[src/rtl/wb_pkg.sv]
// Shared types and constants for the writeback queue (wb_queue / wb_fifo).
package wb_pkg;
  localparam int RAW_DEF   = 4;
  localparam int DW_DEF    = 8;
  localparam int DEPTH_MAX = 8;
  localparam logic [3:0] REG_DST = 4'd15;

  typedef struct packed {
    logic [RAW_DEF-1:0] rd;
    logic [DW_DEF-1:0]  data;
  } wb_entry_t;
endpackage

[src/rtl/wb_fifo.sv]
// Circular writeback store: up to two pushes and one pop per cycle, with
// per-slot valid bits and register tags exposed for hazard lookup.
module wb_fifo #(
  parameter int DEPTH = 4,
  parameter int RAW   = 4,
  parameter int DW    = 8,
  localparam int CW   = $clog2(DEPTH+1),
  localparam int PW   = $clog2(DEPTH)
) (
  input  logic                      CLK,
  input  logic                      RST_N,
  input  logic                      push_a,
  input  logic [RAW-1:0]            reg_a,
  input  logic [DW-1:0]             data_a,
  input  logic                      push_b,
  input  logic [RAW-1:0]            reg_b,
  input  logic [DW-1:0]             data_b,
  input  logic                      pop,
  output logic [DEPTH-1:0]          slot_vld,
  output logic [DEPTH-1:0][RAW-1:0] slot_reg,
  output logic [RAW-1:0]            head_reg,
  output logic [DW-1:0]             head_data,
  output logic [CW-1:0]             count
);
  logic [DEPTH-1:0][DW-1:0] slot_data;
  logic [PW-1:0]            wr_ptr, wr_ptr_b, rd_ptr;
  logic [DEPTH-1:0]         vld_next;

  // Pointers wrap at DEPTH, which need not be a power of two.
  function automatic logic [PW-1:0] inc(input logic [PW-1:0] p);
    return (p == PW'(DEPTH-1)) ? '0 : p + PW'(1);
  endfunction

  assign wr_ptr_b  = inc(wr_ptr);
  assign head_reg  = slot_reg[rd_ptr];
  assign head_data = slot_data[rd_ptr];

  always_comb begin
    vld_next = slot_vld;
    if (pop)    vld_next[rd_ptr]   = 1'b0;
    if (push_a) vld_next[wr_ptr]   = 1'b1;
    if (push_b) vld_next[wr_ptr_b] = 1'b1;
  end

  always_ff @(posedge CLK or negedge RST_N) begin
    if (!RST_N) begin
      slot_vld <= '0;
      slot_reg <= '0;
      count    <= '0;
      wr_ptr   <= '0;
      rd_ptr   <= '0;
    end else begin
      slot_vld <= vld_next;
      count    <= count + CW'(push_a) + CW'(push_b) - CW'(pop);
      if (pop) rd_ptr <= inc(rd_ptr);
      if (push_b)      wr_ptr <= inc(wr_ptr_b);
      else if (push_a) wr_ptr <= wr_ptr_b;
      if (push_a) slot_reg[wr_ptr]   <= reg_a;
      if (push_b) slot_reg[wr_ptr_b] <= reg_b;
    end
  end

  always_ff @(posedge CLK) begin
    if (push_a) slot_data[wr_ptr]   <= data_a;
    if (push_b) slot_data[wr_ptr_b] <= data_b;
  end
endmodule

[src/rtl/wb_queue.sv]
// Writeback queue in front of the register-file write port: load-priority
// admission, in-order drain, hazard report. Optional WB_BYPASS_EN zero-latency path.
module wb_queue
  import wb_pkg::*;
#(
  parameter int DEPTH = 4,
  parameter int RAW   = RAW_DEF,
  parameter int DW    = DW_DEF,
  localparam int CW   = $clog2(DEPTH+1)
) (
  input  logic           CLK,
  input  logic           RST_N,
  input  logic           alu_valid,
  input  logic [RAW-1:0] alu_reg,
  input  logic [DW-1:0]  alu_data,
  output logic           alu_ready,
  input  logic           mem_valid,
  input  logic [RAW-1:0] mem_reg,
  input  logic [DW-1:0]  mem_data,
  output logic           mem_ready,
  input  logic [RAW-1:0] rd_reg,
  output logic           hazard,
  output logic           dst_pending,
  output logic           wb_we,
  output logic [RAW-1:0] wb_reg,
  output logic [DW-1:0]  wb_data,
  output logic [CW-1:0]  count
);
  logic                      mem_acc, alu_acc, byp_mem, byp_alu;
  logic                      q_mem, q_alu, push_a, push_b, pop;
  logic [RAW-1:0]            reg_a, head_reg;
  logic [DW-1:0]             data_a, head_data;
  logic [DEPTH-1:0]          slot_vld;
  logic [DEPTH-1:0][RAW-1:0] slot_reg;

  // Readiness uses registered occupancy only; this cycle's pop is not credited.
  assign mem_ready = ({1'b0, count} < (CW+1)'(DEPTH));
  assign alu_ready = (({1'b0, count} + (CW+1)'(mem_valid)) < (CW+1)'(DEPTH));
  assign mem_acc   = mem_valid & mem_ready;
  assign alu_acc   = alu_valid & alu_ready;

`ifdef WB_BYPASS_EN
  assign byp_mem = mem_acc & (count == '0);
  assign byp_alu = alu_acc & ~mem_acc & (count == '0);
`else
  assign byp_mem = 1'b0;
  assign byp_alu = 1'b0;
`endif

  // Load goes in first so a same-cycle ALU result lands behind it.
  assign q_mem  = mem_acc & ~byp_mem;
  assign q_alu  = alu_acc & ~byp_alu;
  assign push_a = q_mem | q_alu;
  assign push_b = q_mem & q_alu;
  assign reg_a  = q_mem ? mem_reg  : alu_reg;
  assign data_a = q_mem ? mem_data : alu_data;
  assign pop    = (count != '0);

  wb_fifo #(.DEPTH(DEPTH), .RAW(RAW), .DW(DW)) u_fifo (
    .CLK(CLK), .RST_N(RST_N),
    .push_a(push_a), .reg_a(reg_a), .data_a(data_a),
    .push_b(push_b), .reg_b(alu_reg), .data_b(alu_data),
    .pop(pop),
    .slot_vld(slot_vld), .slot_reg(slot_reg),
    .head_reg(head_reg), .head_data(head_data),
    .count(count)
  );

  always_comb begin
    wb_we   = pop;
    wb_reg  = pop ? head_reg  : '0;
    wb_data = pop ? head_data : '0;
    if (byp_mem) begin
      wb_we = 1'b1; wb_reg = mem_reg; wb_data = mem_data;
    end else if (byp_alu) begin
      wb_we = 1'b1; wb_reg = alu_reg; wb_data = alu_data;
    end
  end

  always_comb begin
    hazard      = 1'b0;
    dst_pending = 1'b0;
    for (int i = 0; i < DEPTH; i++) begin
      if (slot_vld[i] && slot_reg[i] == rd_reg)         hazard      = 1'b1;
      if (slot_vld[i] && slot_reg[i] == RAW'(REG_DST))  dst_pending = 1'b1;
    end
`ifdef WB_BYPASS_EN
    if ((mem_acc && mem_reg == rd_reg) || (alu_acc && alu_reg == rd_reg))
      hazard = 1'b1;
    if ((mem_acc && mem_reg == RAW'(REG_DST)) || (alu_acc && alu_reg == RAW'(REG_DST)))
      dst_pending = 1'b1;
`endif
  end
endmodule
[config.mk]
export PLATFORM = sky130hd
export DESIGN_NAME = wb_queue
export DESIGN_NICKNAME = d
export VERILOG_FILES = /design/src/rtl/wb_pkg.sv /design/src/rtl/wb_fifo.sv /design/src/rtl/wb_queue.sv
export SDC_FILE = /design/constraint.sdc
export NUM_CORES = 1
export LEC_CHECK = 0
export CAP_MARGIN = 20
export CORE_MARGIN = 5
export CORE_UTILIZATION = 30
export CTS_CLUSTER_DIAMETER = 200
export DETAILED_ROUTE_END_ITERATION = 12
export PLACE_DENSITY_LB_ADDON = 0.1
export SLEW_MARGIN = 20
export SYNTH_ARGS = -nofsm -noshare
export SYNTH_HDL_FRONTEND = slang
export SYNTH_SLANG_ARGS = --single-unit
export TNS_END_PERCENT = 1
[constraint.sdc]
create_clock -name CLK -period 3.84 [get_ports CLK]
set_clock_uncertainty 0.1 [all_clocks]
set_input_delay 0.384 -clock CLK [delete_from_list [all_inputs] [get_ports CLK]]
set_output_delay 0.384 -clock CLK [all_outputs]
set_load 0.005 [all_outputs]
* Word level (Yosys, flattened, before mapping)
Index checks and enable logic that the tools add are counted.
Storage, ports and cells: register bits after elaboration 59, input port bits 32, output and inout port bits 20
Operators by class: $add $sub $neg 7, magnitude comparators 8, equality and inequality tests 11, multiplexer cells 46, bitwise gates (word level) 8, reductions and logical operators 13
Operator list (number):
- 32-bit bitwise mux | 2
- 32-bit 2-to-1 mux | 2
- 8-bit 2-to-1 mux | 5
- 16-bit bitwise mux | 2
- 8-bit demux with 2-bit select | 2
- 16-bit 2-to-1 mux | 2
- 4-bit 2-to-1 mux | 8
- 8-bit binary-select mux with 2-bit select | 1
- 4-bit demux with 2-bit select | 2
- 4-bit equality test | 4
- 4-bit equality test, second input constant | 4
- 1-bit logical AND | 11
- 1-bit 2-to-1 mux | 11
- 2-bit 2-to-1 mux | 5
- 2-bit by 3-bit less-than comparator with 1-bit output, second input constant | 3
- 4-bit binary-select mux with 2-bit select | 1
- 4-bit bitwise OR | 2
- 2-bit by 1-bit adder with 2-bit output, second input constant | 3
- 3-bit by 1-bit adder with 3-bit output | 2
- 1-bit demux with 2-bit select | 3
- 2-bit equality test, second input constant | 3
- 2-bit by 1-bit greater-or-equal comparator with 1-bit output, second input constant | 3
- 3-bit by 1-bit adder with 4-bit output | 1
- 4-bit AND | 1
- other kinds (8) | 10

* Logic depth before layout (Yosys ltp)
depth after elaboration 11, gate-level depth with buffers 10, gate-level depth less buffers 8

* Modules after synthesis
Synthesis repeated with hierarchy kept, for this count alone.
Unflattened totals: cell total of the unflattened synthesis 354, area, all modules 3583.4 µm²
Modules (own cells, without submodules):
- wb_fifo | times used 1, cells an instance 285, area an instance 3019.1 µm², sequential area each 1316.3 µm²
- wb_queue | times used 1, cells an instance 69, area an instance 564.3 µm², sequential area each 0.0 µm²

* Worst setup path before layout
Ideal clock, no wire load.
path type reg2reg, start reg u_fifo.count[1], end reg u_fifo.count[1], setup time 0.135 ns, data arrival time 2.531 ns, setup slack 1.074 ns, stages on the path, launching flop included 10, period minus slack after synthesis 2.766 ns, path through dfrtp_1 ha_1 o21a_1 buf_6 or3_1 clkbuf_2 ha_1 fa_1 inv_1 fa_1
On the way: longest elaborated chain between the ends 7, elaborated cells between the ends (all ways) 11
RTL lines:
- from (decl) | line wb_fifo.sv:23 | output logic [CW-1:0] count
- from (signal assigned) | line wb_fifo.sv:54 | count <= count + CW'(push_a) + CW'(push_b) - CW'(pop);
- 3-bit by 1-bit adder with 4-bit output | line wb_queue.sv:38 | assign alu_ready = (({1'b0, count} + (CW+1)'(mem_valid)) < (CW+1)'(DEPTH));
- 4-bit by 3-bit less-than comparator with 1-bit output | line wb_queue.sv:38
- 1-bit AND | line wb_queue.sv:40 | assign alu_acc = alu_valid & alu_ready;
- 1-bit bitwise OR | line wb_queue.sv:53 | assign push_a = q_mem | q_alu;
- 3-bit by 1-bit adder with 3-bit output (2 in a row) | line wb_fifo.sv:54
- 3-bit by 1-bit subtractor with 3-bit output (*) | line wb_fifo.sv:54
Mark *: on every way between the ends. The rest lies on a longest branch, timed or not. A chain may end at the register's enable or synchronous reset.

* Worst setup path after layout
start reg u_fifo.rd_ptr[0], end out wb_data[3]
On the way: longest elaborated chain between the ends 3
RTL lines:
- from (decl) | line wb_fifo.sv:26 | logic [PW-1:0] wr_ptr, wr_ptr_b, rd_ptr;
- from (signal assigned) | line wb_fifo.sv:55 | if (pop) rd_ptr <= inc(rd_ptr);
- 8-bit binary-select mux with 2-bit select | line wb_fifo.sv:36 | assign head_data = slot_data[rd_ptr];
- 8-bit 2-to-1 mux (implied by the code) | line wb_fifo.sv:36
- 8-bit 2-to-1 mux | line wb_queue.sv:72 | wb_data = pop ? head_data : '0;
- to (decl) | line wb_queue.sv:26 | output logic [DW-1:0] wb_data,
Every way passes these cells. The select of a mux whose other input is x is not followed.

==> flow_summary.yaml <==
outcome:
  outcome: "finished, final reports clean"
yosys:
  synth_nets: 390
  syn_avg_cell_area_sq_um: 9.68
  post-synth-top-area-cell: "dfrtp_1"
  syn_inst: 346
  synth_top_area_share_pct: 20.2
  seq_area_frac_synth_pct: 39.3
  synth_area_leaders: "dfrtp_1, dfxtp_1, mux4_2"
  synth_edf_count: 0
  ys_ff_latch: 59
  synthArstFlopShare_pct: 45.8
  synth-main-ff-cell: "dfxtp_1"
  syn_area_sq_um: 3350
  yosysUniqueCellTypes: 42
  ys_warn_count: 0
route:
  wl_microns: 10700
  vias: 2887
  ant_nets: 0
  drt_iter0_markers: 200
  first_pass_iters: 4
  wl_per_cell_microns: 19.7
  drc: 0
  viasPerCell: 5.31
power:
  swShare_pct: 37.6
  vdd_drop_max_v: 0.000284
  p_leak_nw: 1.83
  p_switching_mw: 1.39
  pwr-share-comb_pct: 50.2
  power_frac_clock_pct: 16.8
  pwr-share-seq_pct: 32.9
  power_density_nw_per_um2: 873
  intPower_mw: 2.31
  power.total_mw: 3.69
floorplanning:
  rows: 38
  initial_core_util_pct: 30.8
  dieArea_sq_um: 13400
  die_w_microns: 116
  core_area_sq_um: 10900
  pin_count: 52
  chipHeight_microns: 116
final_layout:
  drive_above_1_share_pct: 11.4
  largest_register_ffs: 32
  postLayoutCellArea_sq_um: 4230
  antennaDiodeCount: 0
  final_nets: 443
  synthToLayoutAreaGrowth_pct: 26.3
cts:
  htreeDepth: 3
  cts_tree: "done"
  cts_resized: 0
  cts_buffer_depth: 2
  holdBufCountCts: 0
  clock-sinks: 59
  worstSkewPairLatency_ps: 350
  postCtsSetupBuffers: 0
  cts_made_buffers: 9
  cts.reportedPaths.clkPinSlew_ps: 80
  root_buffer: "clkbuf_8"
placed_design:
  placed_area_sq_um: 4020
  routabilityCongestion: 0.773
  dp.final_hpwl_microns: 7160
  io_buffer_count: 51
sta:
  finalHoldViolCount: 0
  setup_viol: 0
  rsz0062_at_grt: "false"
  layout_min_cycle_time_ps: 2910
  slew_violations: 0
  maxSlewHeadroom_pct: 47.2
  fmax_ghz: 0.344
  period_share_pct: 75.8
  tightest_slew_ps: 792
  fin_tns_setup_ps: 0
critical_path:
  crit_fanout: 9
  crit_arrival_ps: 2430
  startpoint_type: "flip-flop"
  required_ps: 3360
  crit_type: "reg -> out"
  crit_path_end_kind: "output port"
global_routing:
  grt_max_degree: 28
  antenna_found_initial: 0
  groute.usage.overall_pct: 16.8
  grt_pass1_vias: 2929
  grt_pass1_wl_microns: 16900
  grt-ovfl-total: 0
flow_run:
  max_cap_viol_count: 0
worst_hold_path:
  hold_path.class: "in -> async"
-- cell usage after synthesis (all sizes together) (10+ instances only) --
| master | count |
|---|---|
| inv | 43 |
| dfxtp | 32 |
| nor2 | 30 |
| a21oi | 28 |
| dfrtp | 27 |
| o32ai | 24 |
| nand2 | 17 |
| a221o | 13 |
| and2 | 12 |
| mux4 | 12 |
| xor2 | 12 |
| a221oi | 11 |
| ha | 10 |
-- metrics by stage --
| stage | instances | util (%) | setup slack (ps) | hold WS (ps) |
|---|---|---|---|---|
| 4_1_cts | 544 | 38.8 | 881 | 342 |
| 2_1_floorplan | 346 | - | 1070 | -11.6 |
| 3_5_place_dp | 528 | 36.9 | 803 | 353 |
| 6_report | 544 | 38.8 | 931 | 327 |
| 5_1_grt | 544 | 38.8 | 734 | 364 |
| 3_3_place_gp | 528 | 36.9 | 846 | 345 |
-- logic make-up after synthesis --
| logic type | share of synthesized area, % |
|---|---|
| xor gates and xnor gates | 4.45 |
| adders and majority gates | 4.93 |
| AOI/OAI and AO/OA | 22.2 |
| muxes | 8.41 |
| and+or+nand+nor | 13.4 |
| DFF | 39.3 |
| buffers and inverters | 7.36 |
-- cell type report --
| cell class | count | area [sq um] |
|---|---|---|
| clock inverters | 4 | 46.3 |
| flip-flops and latches | 59 | 1320 |
| repair buffers | 60 | 578 |
| inverters | 43 | 161 |
| clock buffers | 12 | 166 |
| fillers | 1123 | 6660 |
| well taps | 140 | 175 |
| multi-input cells | 226 | 1790 |
-- cell usage in the layout, fill, tap and decap left out, drive strengths merged, types with 2 or more instances in the layout --
cell type / instances
nand2: 17
a221oi: 11
xnor2: 5
clkdlybuf4s50: 51
o21ai: 2
o21bai: 2
a21o: 4
nand3: 8
a221o: 13
mux4: 12
and2: 12
dfxtp: 32
nor2: 30
ha: 10
buf: 9
nand4: 2
o32ai: 24
and3: 3
nor3: 9
clkinv: 2
clkbuf: 12
fa: 2
o211ai: 6
o22ai: 3
inv: 44
dfrtp: 27
or3: 2
a21oi: 28
xor2: 12
-- worst paths after layout --
| path | endpoint | slack (ps) | cells past startpoint | start |
|---|---|---|---|---|
| max in group asynchronous | u_fifo.slot_reg[1] | 3030 | 2 | RST_N |
| max | wb_data[3] | 930 | 4 | u_fifo.rd_ptr[0] |
| min in group CLK | u_fifo.slot_data[28] | 360 | 2 | u_fifo.slot_data[28] |
| min | u_fifo.rd_ptr[1] | 330 | 2 | RST_N |
| min reg2reg | u_fifo.slot_data[28] | 360 | 2 | u_fifo.slot_data[28] |
| max reg2reg | u_fifo.count[1] | 950 | 7 | u_fifo.count[2] |
-- routing by layer --
layer  GRT usage [%]  share of wire, %  vias to the layer above
li1                -                 -                     1377
met1            23.4                47                     1415
met2            26.4                46                       85
met3            3.13               5.7                       10
met4            5.34               1.0                        0
met5               0                 0                        -
-- critical path, stage by stage (launching register included) --
cell and delay, ps:
dfrtp_1 640, buf_4 320, mux4_2 520, and2_1 170, clkdlybuf4s50_1 440
-- power by group through the flow --
stage	logic [mW]	registers [mW]	clock network (mW)
2_1_floorplan	1.25	1.10	0
3_3_place_gp	1.88	1.22	0
3_5_place_dp	1.87	1.22	0
4_1_cts	1.89	1.21	0.630
5_1_grt	2.07	1.26	0.658
6_report	1.85	1.22	0.622
No activity file was read; power rests on OpenSTA's default activity.
==> RTL change, RTL diff (same flow settings) <==
Make the reset (`RST_N`) synchronous in one clocked block.
--- a/src/rtl/wb_fifo.sv
+++ b/src/rtl/wb_fifo.sv
@@ -42,7 +42,7 @@
     if (push_b) vld_next[wr_ptr_b] = 1'b1;
   end
 
-  always_ff @(posedge CLK or negedge RST_N) begin
+  always_ff @(posedge CLK) begin
     if (!RST_N) begin
       slot_vld <= '0;
       slot_reg <= '0;
Formal check against the unedited RTL: differs if RST_N is asserted again (counterexample within 4 cycles, from zero or initial values and one cycle with RST_N low); with RST_N held inactive, the same outputs for 4 cycles.
==> RTL change against the original RTL <==
  * Critical path depth is the same
  * Setup slack lost 0.027 ns
  * Area after synthesis grew 3.8%
  * Register-to-register slack gained 0.12 ns
  * Cell area grew 6.5%
  * Die area grew 3.5%
  * Routed wire length shrank 2.9%
  * Sequential cell count is the same
  * Power shrank 2.0%
  * Worst hold slack gained 0.043 ns
  * Critical endpoint is now wb_data[0]
  * First-iteration DRC count grew 3.0%
==> RTL change: results (changes against the original RTL) <==
metric	value	unit	change
outcome	complete, no violations		
seq_area_frac_synth	34.0	%	-5.3 points
synth_async_sr_flop_share	0	%	-46 points
power_density	804	nW/um^2	-8.0%
synth_common_cells	dfxtp_1, inv_1, nand2b_1		
cts.clk_slew.worst_paths	0.06	ns	-0.02 ns
vdd.ir_drop.worst	303	uV	+6.8%
p_clk	0.000910	W	+46%
grt_pass1_wl	17100	um	+1.4%
grt_usage	15.3	%	-1.4 points
place_ws	0.862	ns	+0.0593 ns
firstDrtPassIters	5		+1
drt-wirelength-per-cell	18.4	um	-6.3%
clock_latency	0.33	ns	-0.02 ns
cp.arrival	2.45	ns	+0.02 ns
max-slew-margin-rel	44.5	%	-2.6 points
p_total	0.00362	W	-2.0%
grt_use_met1	21.1	%	-2.3 points
fillers	1136		+1.2%
vias	3046		+5.5%
gp_congestion	0.770		-0.41%
synth.distinct_cells	48		+14%
grt_pass1_vias	3097		+5.7%
netlist_top_cells_area	dfxtp_1, mux4_2, o221a_2		
grt_max_degree	21		-25%
cts_root_buffer	clkbuf_16		
use_met2	23.8	%	-2.5 points
cp_slowest_cell	dfxtp_1		
use_met3	3.84	%	+0.71 points
seq_power_share	31.2	%	-1.7 points
dr.first_iter.drc_count	206		+3.0%
hpwl	7590	um	+6.0%
synth_nets	406		+4.1%
layout-drive-gt1-share	16.9	%	+5.5 points
rr_worst_depth	8		+1
placed_cell_area	4160	um^2	+3.7%
leakage	1.81	nW	-1.0%
cts.repair.resized	0		unchanged
syn_avg_cell_area	9.61	um^2	-0.74%
finalNonFillerCells	564		+3.7%
[RTL change: cell types whose count changed in the layout (fill, tap and decap cells not counted), moves of 22 or more]
| cell | before | now |
|---|---|---|
| o32ai_1 | 24 | 0 |
| dfxtp_1 | 32 | 59 |
| o221a_2 | 0 | 24 |
| nand2b_1 | 1 | 29 |
| dfrtp_1 | 27 | 0 |
| a21oi_1 | 28 | 6 |
[RTL change: logic make-up (layout without fill, tap and decap cells)]
group,Yosys count,after routing,synth area share (%)
AND/OR/NAND/NOR,121,121,20.3
AO/OA/AOI/OAI,81,81,21.2
flip-flops,59,59,34.0
buffers and inverters,56,115,6.55
XOR/XNOR,17,17,4.28
multiplexers,16,16,8.92
adder cells (fa/ha/maj),12,12,4.75
[RTL change: worst paths after layout]
path	from	to	slack (ns)
max	u_fifo.rd_ptr[0]$_SDFFE_PN0N_	wb_data[0]	0.90
min	u_fifo.slot_data[6]$_DFF_P_	u_fifo.slot_data[6]$_DFF_P_	0.37
max reg2reg	u_fifo.count[2]$_SDFF_PN0_	u_fifo.count[1]$_SDFF_PN0_	1.07
min reg2reg	u_fifo.slot_data[6]$_DFF_P_	u_fifo.slot_data[6]$_DFF_P_	0.37
[RTL change: layout make-up]
| class | instances | area share (%) |
|---|---|---|
| flip-flops and latches | 59 | 26.2 |
| clock inverters | 7 | 2.58 |
| inverters | 36 | 3.00 |
| well taps | 143 | 3.97 |
| clock buffers | 9 | 5.00 |
| multi-input cells | 247 | 45.9 |
| repair buffers | 63 | 13.3 |
[RTL change: metal layers]
layer | part of all wire (%) | wire length [um]
met1 | 48 | 4970
met2 | 46 | 4800
met3 | 5.5 | 567
met4 | 0.54 | 56
met5 | 0 | 0
[RTL change: worst min-delay path: stages (launching register included)]
cell	delay (ns)
dfxtp_1	0.30
inv_1	0.05
a222oi_1	0.06
